## src/rtl/elevator_pkg.sv

```systemverilog
// Shared types and constants for the elevator floor scheduler.
package elevator_pkg;
  typedef enum logic [1:0] {
    IDLE      = 2'd0,
    MOVE_UP   = 2'd1,
    MOVE_DOWN = 2'd2,
    DOOR_OPEN = 2'd3
  } state_e;

  localparam logic DIR_UP   = 1'b0;
  localparam logic DIR_DOWN = 1'b1;
  localparam int   FLOOR_W  = 4;
endpackage

```

## src/rtl/btn_debounce.sv

```systemverilog
// One push button: 2-flop synchroniser, stability counter, and a one-cycle
// pulse when the debounced level rises.
module btn_debounce #(
  parameter int DEBOUNCE_CYCLES = 500000
) (
  input  logic clk,
  input  logic rst,
  input  logic btn_i,
  output logic rise_o
);
  localparam int CW = $clog2(DEBOUNCE_CYCLES + 1);

  logic          sync1_q, sync2_q, level_q, rise_q;
  logic [CW-1:0] cnt_q;

  // cnt_q counts consecutive synchronised samples that disagree with level_q
  always_ff @(posedge clk) begin
    if (rst) begin
      sync1_q <= 1'b0;
      sync2_q <= 1'b0;
      level_q <= 1'b0;
      rise_q  <= 1'b0;
      cnt_q   <= '0;
    end else begin
      sync1_q <= btn_i;
      sync2_q <= sync1_q;
      rise_q  <= 1'b0;
      if (sync2_q == level_q) begin
        cnt_q <= '0;
      end else if (cnt_q == CW'(DEBOUNCE_CYCLES - 1)) begin
        cnt_q   <= '0;
        level_q <= sync2_q;
        rise_q  <= sync2_q;
      end else begin
        cnt_q <= cnt_q + CW'(1);
      end
    end
  end

  assign rise_o = rise_q;
endmodule

```

## src/rtl/elevator_floor_scheduler.sv

```systemverilog
// SCAN (collective) elevator dispatcher: latches debounced floor calls,
// drives motor_run/motor_dir and tracks car position from step_tick pulses.
module elevator_floor_scheduler
  import elevator_pkg::*;
#(
  parameter int NUM_FLOORS      = 9,
  parameter int STEPS_PER_FLOOR = 48,
  parameter int DEBOUNCE_CYCLES = 500000,
  parameter int DOOR_CYCLES     = 48000000
) (
  input  logic                  clk,
  input  logic                  rst,
  input  logic [NUM_FLOORS-1:0] push_btns,
  input  logic                  step_tick,
  output logic                  motor_run,
  output logic                  motor_dir,
  output logic [FLOOR_W-1:0]    cur_floor,
  output logic [NUM_FLOORS-1:0] pending,
  output logic                  door_open
);
  localparam int SCW = (STEPS_PER_FLOOR > 1) ? $clog2(STEPS_PER_FLOOR) : 1;
  localparam int TW  = $clog2(DOOR_CYCLES + 1);
  localparam logic [SCW-1:0]     LAST_STEP = SCW'(STEPS_PER_FLOOR - 1);
  localparam logic [TW-1:0]      DOOR_LOAD = TW'(DOOR_CYCLES);
  localparam logic [FLOOR_W-1:0] TOP_FLOOR = FLOOR_W'(NUM_FLOORS - 1);

  function automatic logic any_above(input logic [NUM_FLOORS-1:0] p, input logic [FLOOR_W-1:0] f);
    logic r;
    r = 1'b0;
    for (int i = 0; i < NUM_FLOORS; i++) if (i > int'(f) && p[i]) r = 1'b1;
    return r;
  endfunction

  function automatic logic any_below(input logic [NUM_FLOORS-1:0] p, input logic [FLOOR_W-1:0] f);
    logic r;
    r = 1'b0;
    for (int i = 0; i < NUM_FLOORS; i++) if (i < int'(f) && p[i]) r = 1'b1;
    return r;
  endfunction

  state_e                state_q;
  logic [NUM_FLOORS-1:0] pending_q, pending_d, set_mask, req_set;
  logic [FLOOR_W-1:0]    cur_floor_q, nf;
  logic [SCW-1:0]        step_cnt_q;
  logic [TW-1:0]         door_tmr_q;
  logic                  last_dir_q, motor_run_q, motor_dir_q, door_open_q;
  logic                  above_cur, below_cur, further, arrive;

  for (genvar g = 0; g < NUM_FLOORS; g++) begin : g_btn
    btn_debounce #(.DEBOUNCE_CYCLES(DEBOUNCE_CYCLES)) u_db (
      .clk    (clk),
      .rst    (rst),
      .btn_i  (push_btns[g]),
      .rise_o (req_set[g])
    );
  end

  assign above_cur = any_above(pending_q, cur_floor_q);
  assign below_cur = any_below(pending_q, cur_floor_q);
  assign arrive    = (state_q == MOVE_UP || state_q == MOVE_DOWN) && step_tick &&
                     (step_cnt_q == LAST_STEP);

  // Floor reached on the next completed floor of travel, saturated at the shaft ends
  always_comb begin
    nf = cur_floor_q;
    if (state_q == MOVE_DOWN) begin
      if (cur_floor_q != '0) nf = cur_floor_q - FLOOR_W'(1);
    end else if (cur_floor_q != TOP_FLOOR) begin
      nf = cur_floor_q + FLOOR_W'(1);
    end
  end

  assign further = (state_q == MOVE_UP) ? any_above(pending_q, nf) : any_below(pending_q, nf);

  // Clears are applied after sets so a same-cycle set of a served floor is dropped
  always_comb begin
    set_mask = req_set;
    if (state_q == DOOR_OPEN) set_mask[cur_floor_q] = 1'b0;
    pending_d = pending_q | set_mask;
    if (state_q == IDLE && pending_q[cur_floor_q]) pending_d[cur_floor_q] = 1'b0;
    if (arrive && pending_q[nf]) pending_d[nf] = 1'b0;
  end

  always_ff @(posedge clk) begin
    if (rst) begin
      state_q     <= IDLE;
      pending_q   <= '0;
      cur_floor_q <= '0;
      step_cnt_q  <= '0;
      door_tmr_q  <= '0;
      last_dir_q  <= DIR_UP;
      motor_run_q <= 1'b0;
      motor_dir_q <= DIR_UP;
      door_open_q <= 1'b0;
    end else begin
      pending_q <= pending_d;
      case (state_q)
        IDLE: begin
          if (pending_q != '0) begin
            if (pending_q[cur_floor_q]) begin
              state_q     <= DOOR_OPEN;
              door_open_q <= 1'b1;
              door_tmr_q  <= DOOR_LOAD;
            end else if (above_cur && (last_dir_q == DIR_UP || !below_cur)) begin
              state_q     <= MOVE_UP;
              motor_run_q <= 1'b1;
              motor_dir_q <= DIR_UP;
              last_dir_q  <= DIR_UP;
            end else begin
              state_q     <= MOVE_DOWN;
              motor_run_q <= 1'b1;
              motor_dir_q <= DIR_DOWN;
              last_dir_q  <= DIR_DOWN;
            end
          end
        end
        MOVE_UP, MOVE_DOWN: begin
          if (step_tick) begin
            if (step_cnt_q == LAST_STEP) begin
              step_cnt_q  <= '0;
              cur_floor_q <= nf;
              if (pending_q[nf]) begin
                state_q     <= DOOR_OPEN;
                motor_run_q <= 1'b0;
                door_open_q <= 1'b1;
                door_tmr_q  <= DOOR_LOAD;
              end else if (!further) begin
                state_q     <= IDLE;
                motor_run_q <= 1'b0;
              end
            end else begin
              step_cnt_q <= step_cnt_q + SCW'(1);
            end
          end
        end
        DOOR_OPEN: begin
          // A fresh call for the open floor keeps the door open instead of queuing
          if (req_set[cur_floor_q]) begin
            door_tmr_q <= DOOR_LOAD;
          end else if (door_tmr_q <= TW'(1)) begin
            state_q     <= IDLE;
            door_open_q <= 1'b0;
          end else begin
            door_tmr_q <= door_tmr_q - TW'(1);
          end
        end
        default: state_q <= IDLE;
      endcase
    end
  end

  assign motor_run = motor_run_q;
  assign motor_dir = motor_dir_q;
  assign cur_floor = cur_floor_q;
  assign pending   = pending_q;
  assign door_open = door_open_q;
endmodule
```

## config.mk

```make
export PLATFORM = sky130hd
export DESIGN_NAME = elevator_floor_scheduler
export DESIGN_NICKNAME = d
export VERILOG_FILES = /design/src/rtl/elevator_pkg.sv /design/src/rtl/btn_debounce.sv /design/src/rtl/elevator_floor_scheduler.sv
export SDC_FILE = /design/constraint.sdc
export NUM_CORES = 1
export LEC_CHECK = 0
export ABC_CLOCK_PERIOD_IN_PS = 2900
export CORE_AREA = 2 2 204 206
export DETAILED_ROUTE_END_ITERATION = 16
export DIE_AREA = 0 0 206 208
export PLACE_DENSITY = 0.44
export SLEW_MARGIN = 20
export SYNTH_ARGS = -nofsm -noshare
export SYNTH_HDL_FRONTEND = slang
export SYNTH_SLANG_ARGS = --single-unit
```

## constraint.sdc

```tcl
create_clock -name clk -period 2.9 [get_ports clk]
set_clock_uncertainty 0.05 [all_clocks]
set_input_delay 0.435 -clock clk [delete_from_list [all_inputs] [get_ports clk]]
set_output_delay 0.435 -clock clk [all_outputs]
set_load 0.05 [all_outputs]
```

# Word level (Yosys, flattened, before mapping)

Index checks and enable logic that the tools add are counted.

Output and inout port bits: 16
Logic and storage cells: 333
Register bits: 257
Input port bits: 12

Bitwise logic cells: 26
Magnitude comparators: 39
Reduce and logical (&&, ||, !) cells: 83
Eq/ne operators: 33
Add/sub/neg operators: 13
Mux-type cells: 86

Operators by type and width:

| kind                                                         | number |
|---|---|
| two-way mux 26 bit                                           | 7 |
| adder 19 x 1 -> 19 bit, second input constant                | 9 |
| == test 19 bit, second input constant                        | 9 |
| case mux 26 bit (3 select lines)                             | 1 |
| two-way mux 1 bit                                            | 54 |
| OR reduction 3 bit                                           | 18 |
| logical AND 1 bit                                            | 41 |
| greater-than comparator 3 x 4 -> 1 bit, first input constant | 8 |
| < comparator 3 x 4 -> 1 bit, first input constant            | 8 |
| bitwise AND 9 bit                                            | 3 |
| two-way mux 9 bit                                            | 3 |
| <= comparator 26 x 1 -> 1 bit, second input constant         | 1 |
| subtractor 26 x 1 -> 26 bit, second input constant           | 1 |
| inverter 1 bit                                               | 20 |
| AND reduction 2 bit                                          | 10 |
| two-way mux 2 bit                                            | 9 |
| inverter 9 bit                                               | 2 |
| AND reduction 6 bit                                          | 3 |
| greater-than comparator 2 x 4 -> 1 bit, first input constant | 4 |
| < comparator 1 x 4 -> 1 bit, first input constant            | 4 |
| < comparator 2 x 4 -> 1 bit, first input constant            | 4 |
| binary-select mux 1 bit (select 4 bit)                       | 3 |
| two-way mux 4 bit                                            | 3 |
| < comparator 4 x 5 -> 1 bit, second input constant           | 2 |
| 30 further kinds                                             | 53 |

# Logic depth before layout (Yosys ltp)

Gate-level depths: netlist of run 1.

Word-level depth: 20
Depth in mapped cells: 15
Depth with buffers taken out: 10

# Cells and area by module

From an unflattened synthesis of run 1, not the netlist that was laid out.

Cell total of the unflattened synthesis: 1,513
Area total of the unflattened synthesis: 12,990.0 µm²

By module, submodules not included:

| module                   | cells each | seq. area each (µm²) | area an instance (µm²) | times used |
|---|---|---|---|---|
| btn_debounce             | 115        | 460.4                | 1,029.7                | 9 |
| elevator_floor_scheduler | 478        | 1,001.0              | 3,722.3                | 1 |

# Worst setup path after synthesis of run 1

OpenSTA, ideal clock, no wires.

Kind: reg2reg
Start point: register cur_floor_q[1], in the netlist cur_floor[1]
End point: register door_tmr_q[17]
Data arrival time: 3.423 ns
Stages on the path, launching flop included: 14
Required time: 2.779 ns
Period minus slack after synthesis: 3.543 ns
Setup time: 0.071 ns
Path buffers: 3
Slack: -0.643 ns
Cell sequence: dfxtp_1 buf_4 inv_2 ha_1 buf_2 and3_1 a211o_1 a211oi_4 a31o_4 o21ai_2 or3_1 buf_2 or4_1 a21oi_1

Cells in the longest elaborated chain, start to end: 7
Elaborated cells on any way between the ends: 19
Classes of those cells: add/sub (2); eq/ne (4); mux (11); reduce/logical (2)

RTL lines:

| element                                      | line                                                           | text |
|---|---|---|
| start, declared                              | elevator_floor_scheduler.sv:43                                 | `logic [FLOOR_W-1:0] cur_floor_q, nf;` |
| start signal, assigned                       | elevator_floor_scheduler.sv:121                                | `cur_floor_q <= nf;` |
| adder 4 x 1 -> 4 bit (tied with other cells) | elevator_floor_scheduler.sv:69                                 | `nf = cur_floor_q + FLOOR_W'(1);` |
| two-way mux 4 bit (on tied branches)         | elevator_floor_scheduler.sv:68, elevator_floor_scheduler.sv:67 |  |
| two-way mux 4 bit                            | elevator_floor_scheduler.sv:66                                 | `if (state_q == MOVE_DOWN) begin` |
| binary-select mux 1 bit (select 4 bit)       | elevator_floor_scheduler.sv:122                                | `if (pending_q[nf]) begin` |
| two-way mux 1 bit (implied by the code)      | elevator_floor_scheduler.sv:122                                |  |
| != test 2 bit (no line)                      | n/a                                                            |  |
| AND reduction 6 bit (no line)                | n/a                                                            |  |
| end signal, assigned                         | elevator_floor_scheduler.sv:144                                | `door_tmr_q <= door_tmr_q - TW'(1);` |
| end, declared                                | elevator_floor_scheduler.sv:45                                 | `logic [TW-1:0] door_tmr_q;` |

Parallel ways exist; a longest one is shown, timed or not. The select of a mux whose other input is x is not followed.
A chain may end at the register's enable or synchronous reset.

# Worst setup path in the final report of run 1

Start point: register cur_floor_q[0], in the netlist cur_floor[0]
End point: register door_tmr_q[1]

Same word-level chain as after synthesis.

==> impl_metrics.tcl, run 1 <==
set metrics [dict create \
    status "complete, but fails checks" \
    violations "setup timing" \
    drt_wl_total_um 29400 \
    placed_cell_area_um2 13600 \
    max_freq_mhz 341 \
    clock_latency_ps 570 \
    cts.sinks 257 \
    ys.warnings.count 0 \
    finalCritPeriodShare 1.01 \
    synthCells 1444 \
    worst-endpoint-arrival_ps 3380 \
    total_power_mw 8.10 \
    portBuffers 27 \
    drv_slew 0 \
    p_clk_frac 0.477 \
    worstMarginPinSlew_ps 720 \
    clockBufferDepth 3 \
    die_h_um 208 \
    syn2layout_area_growth_pct 22.9 \
    synth_ff_type "dfxtp_1" \
    hold-worst-slack_ps 191 \
    drt_iter0_drc 513 \
    period_minus_slack_ps 2930 \
    p_leak_nw 5.15 \
    vdd_ir_drop_max_mv 0.346 \
    pin_count 28 \
    ant_nets 0 \
    drt-pass1-iter-count 5 \
    rsz0062_at_grt "true" \
    synth_top_family_by_area "simple AND/OR/NAND/NOR gates" \
    cts_tree "done" \
    start_kind "flip-flop" \
    grt_first_pass_wirelength_um 49000 \
    synth.area.mux_share 0.0166 \
    synthArstFlopShare 0 \
    drive_gt1_frac 0.132 \
    synth.distinct_cells 73 \
    p_sw_mw 1.92 \
    final_cells 2105 \
    sequentialPowerShare 0.443 \
    max-cap-violations 0 \
    n_antenna_cell 0 \
    required_ps 3350 \
    synth_xor_area_frac 0.118 \
    dp_hpwl_um 20600 \
    fin_area_um2 14800 \
    synthAdderAreaFrac 0.0207 \
    power_frac_comb 0.080 \
    final_nets 1582 \
    first_global_vias 9552 \
    yosys.area_share.simple 0.286 \
    grt_max_degree 47 \
    die-area_um2 42800 \
    synth-seq-cells 257 \
    vias 10172 \
    fin_setup_tns_ps -34.0 \
    start_util 0.298 \
    root_buffer "clkbuf_16" \
    route.detailed.drc 0 \
    syn_area_um2 12100 \
    hold_viol 0 \
    synth_edf_count 0 \
    hp-class "input port to flip-flop" \
    worstPathMaxFanout 7 \
    dpl_worst_slack_ps -283 \
    layout_setup_ws_ps -33.5 \
    max_slew_margin 0.518 \
    synth_compound_area_frac 0.101 \
    routedWlPerCell_um 14.0 \
    rows 74 \
    track_usage 0.137 \
    swShare 0.236 \
    cts_max_level 1 \
    final_util 0.366 \
    gp_congestion 0.847 \
    path_clk_slew_ps 60 \
    endpoint_kind "flip-flop" \
    dp.cells 2043 \
    core_um2 40600 \
    worstSetupPathType "flip-flop to flip-flop" \
    antenna_found_initial 0 \
    syn_nets 1476 \
    setup_viol 2 \
    power_density_nw_per_um2 546 \
    overflow 0 \
    numCtsBuffers 31 \
    internal_power_mw 6.19 \
    yosysSeqAreaShare 0.426 \
    via_per_inst 4.83 \
    die_x_um 206 \
    syn_avg_cell_area_um2 8.36 \
]
==> metal layers <==
metal  global-route usage  wire [µm]  share of wire  vias to the layer above
met4               0.0438        830          0.028                        0
li1                     -          -              -                     5229
met1                0.194      14600           0.50                     4731
met2                0.211      12700           0.43                      154
met3               0.0216       1230          0.042                       58
met5                    0          0              0                        -
==> cell families (layout without fill, tap and decap cells) <==
logic type,count (synthesis),after routing
AO/OA/AOI/OAI,179,179
XOR/XNOR,162,162
adder cells (fa/ha/maj),20,20
buffers and inverters,93,222
flip-flops,257,257
multiplexers,15,15
AND/OR/NAND/NOR,718,718
==> path summary, 6_finish.rpt <==
path | slack [ps] | from | cells past startpoint | end
worst max-delay path | -30 | cur_floor[0]$_SDFFE_PP0P_ | 10 | door_tmr_q[1]$_SDFFE_PP0P_
worst min-delay path | 190 | rst | 2 | g_btn[4].u_db.level_q$_SDFFE_PP0P_
worst max register to register | -30 | cur_floor[0]$_SDFFE_PP0P_ | 10 | door_tmr_q[1]$_SDFFE_PP0P_
worst min register to register | 380 | g_btn[2].u_db.sync1_q$_SDFF_PP0_ | 1 | g_btn[2].u_db.sync2_q$_SDFF_PP0_
==> synth_stat cells, drive strengths merged (3+ instances only) <==
cell     instances  area share
nand2b          17      0.0088
a31oi            8      0.0041
a21o             4      0.0025
nor4b           14       0.010
clkbuf          35       0.011
xor2           102       0.075
ha              20       0.021
buf             20      0.0085
nand4           27       0.014
and3            40       0.021
and2             5      0.0026
o31ai            3      0.0019
xnor2           60       0.044
nor4bb           3      0.0025
o21ai           31       0.013
o31a             6      0.0044
a211oi          16       0.011
nor2b           26       0.013
a211o            3      0.0022
nor3            44       0.018
or3             20       0.010
mux2i           11      0.0091
nor3b            3      0.0023
nand3           90       0.037
or4             10      0.0062
a21oi           55       0.023
nor2           265       0.082
a22oi            5      0.0031
inv             37       0.012
nor4            20       0.010
nand2          122       0.038
a31o             3      0.0029
and4             4      0.0029
a2111oi          3      0.0022
o221ai           3      0.0022
a311oi          12      0.0087
mux4             4      0.0075
dfxtp          257        0.43
o211ai           4      0.0025
==> power groups by stage <==
stage,Clock [mW],Combinational (mW),Sequential [mW]
final,3.87,0.647,3.59
after global routing,4.19,0.713,3.59
after CTS,4.03,0.610,3.59
after detailed placement,0,0.582,3.66
after global placement,0,0.582,3.66
after floorplan,0,0.324,3.67
==> layout make-up <==
class,count,area [µm²]
Clock buffer,45,908
Clock inverter,11,129
Fill cell,4205,25700
Inverter,38,150
Multi-Input combinational cell,1094,6780
Sequential cell,257,5150
Tap cell,532,666
Timing Repair Buffer,128,1050
==> state kept, by name, indices dropped and copies added, names as in the netlist <==
signal and cells:
motor_dir 1, g_btn.u_db.rise_o 9, cur_floor 4, g_btn.u_db.level_q 9, pending 9, door_open 1, step_cnt_q 6, door_tmr_q 26
motor_run 1, g_btn.u_db.sync1_q 9, g_btn.u_db.cnt_q 171, g_btn.u_db.sync2_q 9, state_q 2
==> cell usage in the layout (no fill, tap or decap), types with 8 or more instances in the layout <==
master	instances
nor2b_1	26
and3_1	39
ha_1	18
inv_1	34
a311oi_1	12
mux2i_1	11
xor2_1	101
o21ai_0	22
nand4_1	27
a31oi_1	8
nand3_1	89
a21oi_1	52
nor4_1	17
dfxtp_1	254
nor3_1	41
or4_1	9
nor2_1	262
clkbuf_8	8
or3_1	18
nor4b_1	14
clkdlybuf4s50_1	26
a211oi_1	11
xnor2_1	60
buf_4	97
nand2b_1	17
clkbuf_16	31
nand2_1	121
==> critical path: stages, from the launching register on <==
cell and delay (ps):
dfxtp_4 360, inv_4 60, ha_4 160, or4b_4 480
o211a_4 190, a211oi_4 220, a31o_4 230, o21ai_2 70
or3_4 430, or4_1 480, a21oi_1 130
==> what timing repair did <==
| action | 4_1_cts | 5_1_grt |
|---|---|---|
| cloned | 0 | 1 |
| pin swaps | 14 | 10 |
| buffers inserted | 2 | 4 |
| resized for setup | 12 | 34 |
| setup endpoints to repair | 34 | 34 |
| hold buffers | 0 | 0 |
Note: power is estimated with default switching activity, not from simulation.
==> run 2: changes to the inputs <==
Settings changed: CELL_PAD_IN_SITES_DETAIL_PLACEMENT set to 0, CELL_PAD_IN_SITES_GLOBAL_PLACEMENT set to 2, PLACE_DENSITY 0.44 to 0.65.
==> run 2 against run 1 <==
The flow now finishes without violations. Sequential power is essentially flat. Setup slack better by 47 ps. Register-to-register slack gained 50 ps. Non-clock buffer count rose by 14. Critical path depth unchanged. Critical endpoint unchanged. First-iteration DRC count up 0.39%. Hold slack improved by 98 ps. Clock power rose by 11%. Largest cell class unchanged. Global-route usage rose by 0.96 points.
==> impl_metrics.tcl, run 2 (synthesis results as in run 1) <==
set metrics [dict create \
    status "finished, final reports clean" \
    multi_input_area_um2 6770 \
    startpoint "cur_floor[0]$_SDFFE_PP0P_" \
    power_frac_comb 0.079 \
    r2r_cells 10 \
    seqCellArea_um2 5150 \
    worstSetupPathType "flip-flop to flip-flop" \
    antenna_found_initial 0 \
    layout_common_cells "264 x nor2_1, 254 x dfxtp_1, 121 x nand2_1" \
    p_leak_nw 5.29 \
    min-delay-start "rst" \
    pin_count 28 \
    required_ps 3310 \
    drv_slew 0 \
    worst-path-stages 10 \
    die_x_um 206 \
    rows 74 \
    reg2reg_slack_ps 10 \
    syn2layout_area_growth_pct 24.8 \
    grt_first_pass_wirelength_um 51300 \
    overflow 0 \
    period_minus_slack_ps 2890 \
    final_cells 2122 \
    final_common_cell "nor2_1" \
    drt_wl_total_um 31400 \
    finalCritPeriodShare 0.995 \
    worst-endpoint-arrival_ps 3290 \
    regMostFlops "g_btn.u_db.cnt_q" \
    start_util 0.298 \
    rsz0062_at_grt "true" \
    core_um2 40600 \
    fin_area_um2 15100 \
    internal_power_mw 6.55 \
    placed_cell_area_um2 13700 \
    clock_latency_ps 520 \
    endpoint_kind "flip-flop" \
    p_clk_frac 0.501 \
    cp_cell_sequence "inv_4 > ha_4 > or4b_4 > o211a_4 > a211oi_4 > a31o_4 > o21ai_2 > or3_4 > or4_1 > a21oi_1" \
    clockBufferDepth 3 \
    slowest_delay_ps 480 \
    setup_viol 0 \
    dp_hpwl_um 21600 \
    drt-pass1-iter-count 7 \
    numCtsBuffers 34 \
    hold_viol 0 \
    portBuffers 27 \
    cts_max_level 2 \
    max_freq_mhz 346 \
    hp-class "input port to flip-flop" \
    cts_tree "done" \
    critical_path_buf_inv_count 1 \
    die_h_um 208 \
    final_nets 1599 \
    largest_reg_flops 171 \
    crit_end "door_tmr_q[1]$_SDFFE_PP0P_" \
    power_density_nw_per_um2 567 \
    routedWlPerCell_um 14.8 \
    drt_iter0_drc 515 \
    route.detailed.drc 0 \
    n_antenna_cell 0 \
    track_usage 0.147 \
    vias 10202 \
    fillCellCount 4226 \
    max_slew_margin 0.519 \
    via_per_inst 4.81 \
    reg.largest.list "g_btn.u_db.cnt_q: 171 flops, door_tmr_q: 26 flops" \
    gp_congestion 0.833 \
    root_buffer "clkbuf_16" \
    slowest_stage "or4_1" \
    dp.cells 2054 \
    swShare 0.233 \
    sequentialPowerShare 0.420 \
    max-cap-violations 0 \
    cts.sinks 257 \
    die-area_um2 42800 \
    path_clk_slew_ps 60 \
    start_kind "flip-flop" \
    drive_gt1_frac 0.140 \
    ant_nets 0 \
    r2r_end "door_tmr_q[1]$_SDFFE_PP0P_" \
    worstMarginPinSlew_ps 720 \
    grt_max_degree 42 \
    p_sw_mw 1.99 \
    first_global_vias 9938 \
    cp_top_family "simple AND/OR/NAND/NOR gates" \
    worstReg2RegStart "cur_floor[0]$_SDFFE_PP0P_" \
    worstPathMaxFanout 6 \
    ctsHoldBuffers 0 \
    vdd_ir_drop_max_mv 0.334 \
]
## run 2: cell count changes in the layout (fill, tap and decap cells not counted), sizes merged
cell	previous run	this run
buf	102	115
bufinv	2	4
clkbuf	45	49
clkinvlp	2	1
inv	39	38
## run 2: power by group through the flow
stage | combinational (mW) | clock, mW | sequential, mW
2_1_floorplan | 0.324 | 0 | 3.67
3_3_place_gp | 0.616 | 0 | 3.66
3_5_place_dp | 0.612 | 0 | 3.66
4_1_cts | 0.620 | 4.46 | 3.58
5_1_grt | 0.730 | 4.63 | 3.59
6_report | 0.671 | 4.28 | 3.59
## run 2: worst min path at each step
stage	endpoint	cells after the start
after floorplan	g_btn[0].u_db.sync2_q$_SDFF_PP0_	1
after global placement	g_btn[4].u_db.sync2_q$_SDFF_PP0_	1
after detailed placement	g_btn[7].u_db.sync2_q$_SDFF_PP0_	1
after CTS	g_btn[0].u_db.level_q$_SDFFE_PP0P_	2
after global routing	g_btn[5].u_db.sync2_q$_SDFF_PP0_	2
final	g_btn[0].u_db.level_q$_SDFFE_PP0P_	2
## run 2: layout make-up
type / instances / share of cell area
Clock buffer: 48 / 0.0647
Clock inverter: 11 / 0.0110
Inverter: 38 / 0.00997
Multi-Input combinational cell: 1094 / 0.450
Sequential cell: 257 / 0.342
Tap cell: 532 / 0.0442
Timing Repair Buffer: 142 / 0.0783
## run 2: metal layers
| metal | up-vias | GRT usage | wire length, µm |
|---|---|---|---|
| met5 | - | 0 | 0 |
| met1 | 4789 | 0.197 | 15300 |
| met4 | 0 | 0.0397 | 589 |
| met2 | 131 | 0.236 | 14300 |
| li1 | 5241 | - | - |
| met3 | 41 | 0.0318 | 1240 |
## run 2: through the flow
stage	hold slack, ps	worst slack (ps)	setup TNS (ps)	util	total power, mW
after floorplan	364	-184	-1300	-	4.00
after global placement	367	-195	-1820	0.337	4.27
after detailed placement	370	-191	-2160	0.337	4.27
after CTS	250	-24.5	-24.5	0.365	8.67
after global routing	279	-90.2	-592	0.371	8.94
final	289	13.7	0	0.371	8.54
## run 2: worst register-to-register path, stage by stage, from the launching register on
cell and delay, ps:
dfxtp_4 360, inv_4 60, ha_4 140, or4b_4 470, o211a_4 190, a211oi_4 250, a31o_4 240, o21ai_2 60
or3_4 420, or4_1 480, a21oi_1 120
## run 2: timing repair
item,4_1_cts,5_1_grt
pin swaps,2,19
setup buffers,0,7
endpoints found under the setup margin,31,33
gates cloned,0,2
resized for setup,4,46
==> RTL change, RTL diff (settings of run 1) <==
`pending_q` no longer has a reset.
--- a/src/rtl/elevator_floor_scheduler.sv
+++ b/src/rtl/elevator_floor_scheduler.sv
@@ -84,7 +84,6 @@
   always_ff @(posedge clk) begin
     if (rst) begin
       state_q     <= IDLE;
-      pending_q   <= '0;
       cur_floor_q <= '0;
       step_cnt_q  <= '0;
       door_tmr_q  <= '0;
@@ -93,7 +92,6 @@
       motor_dir_q <= DIR_UP;
       door_open_q <= 1'b0;
     end else begin
-      pending_q <= pending_d;
       case (state_q)
         IDLE: begin
           if (pending_q != '0) begin
@@ -149,6 +147,10 @@
     end
   end
 
+  always_ff @(posedge clk) begin
+    pending_q <= pending_d;
+  end
+
   assign motor_run = motor_run_q;
   assign motor_dir = motor_dir_q;
   assign cur_floor = cur_floor_q;
Function: same outputs for any inputs over 4 cycles, from zero or initial values and one cycle with rst high; that may be too few to reach the edited logic, so the function may still have changed.
==> RTL change against run 1 <==
The run still ends with setup timing left; worst hold slack gained 150 ps; design area grew 2.2%; sequential cell count is the same; routed wire length grew 1.8%; setup slack lost 64 ps; via count is the same; synthesized area is essentially flat; core utilization grew 0.79 points; count of clock-buffer cells in the layout is the same.
Power is not compared: it rests on default switching activity, and its combinational part moved more than twofold at a synthesized area within 25%.
==> RTL change: results (changes against run 1) <==
metric,value,unit,change
status,"finished, violations left",,unchanged
violated checks,setup timing,,unchanged
"Buffers, non-clock",144,,was 128
placer congestion estimate,0.8373,,was 0.8467
R2R depth,12,,was 10
worst slew pin tran,711.3,ps,was 720.4 ps
"Setup violations, final",9,,was 2
Hold EP,g_btn[2].u_db.level_q$_SDFFE_PP0P_,,was g_btn[4].u_db.level_q$_SDFFE_PP0P_
area share of fa/ha/maj cells after synthesis,2.154,%,was 2.073%
sequential share of the synthesized area,42.58,%,was 42.62%
CTS-repair resized insts,25,,was 12
Area contributors post-synth,"dfxtp_1, nor2_1, xor2_1, xnor2_1, nand3_1",,"was dfxtp_1, nor2_1, xor2_1, xnor2_1, nand2_1"
post-synth cell types,76,,was 73
ClkCell Share,6.925,%,was 6.991%
Non-clock buffer share,7.775,%,was 7.101%
multi-input gate share of total cell area,45.79,%,was 45.67%
final net count,1596,,was 1582
placed cell area,13630,um^2,was 13570 um^2
CP max stage delay,420,ps,was 480 ps
"crit path setup slack, layout",-97.20,ps,was -33.49 ps
Via density,4.800,,was 4.832
Multi-input comb cells,1089,,was 1094
"Cell Count, Final, Fillers Out",2119,,was 2105
largest net degree at the start of global routing,30,,was 47
WHS,336.3,ps,was 191.3 ps
setup_tns,-351.4,ps,was -34.03 ps
Place WS,-135.6,ps,was -283.1 ps
critical path arrival,3420,ps,was 3380 ps
R2R setup slack,-100,ps,was -30 ps
initial DRC count,490,,was 513
first-pass GRT wire length,50030,um,was 48960 um
GRT Total Usage,14.05,%,was 13.70%
Logic inverters,42,,was 38
compound-cell area share of the yosys netlist,9.631,%,was 10.10%
Num CTS Buffers,30,,was 31
DP HPWL,21050,um,was 20560 um
share of cells above drive strength 1,16.26,%,was 13.16%
[RTL change: cell types whose count changed in the layout (fill, tap and decap cells not counted), moves of 6 or more]
| cell | delta |
|---|---|
| a31oi_1 | +8 |
| o21ai_0 | +6 |
| nor2_1 | -11 |
| or3_1 | +11 |
| nand2b_1 | -10 |
| nand4_1 | +13 |
| a211oi_1 | -9 |
| buf_4 | +13 |
| nand2_1 | -11 |
| a311oi_1 | -10 |
[RTL change: layer usage]
metal / track usage [%] / vias to the layer above / part of all wire (%)
met1: 19.29 / 4681 / 49
met4: 4.261 / 0 / 2.7
li1: - / 5281 / -
met3: 3.195 / 54 / 5.1
met2: 21.81 / 156 / 43
met5: 0 / - / 0
[RTL change: cells by family after synthesis]
logic type / Yosys count
xor gates and xnor gates: 156
DFF: 257
buffers and inverters: 95
AOI/OAI and AO/OA: 172
and+or+nand+nor: 722
muxes: 17
adders and majority gates: 21
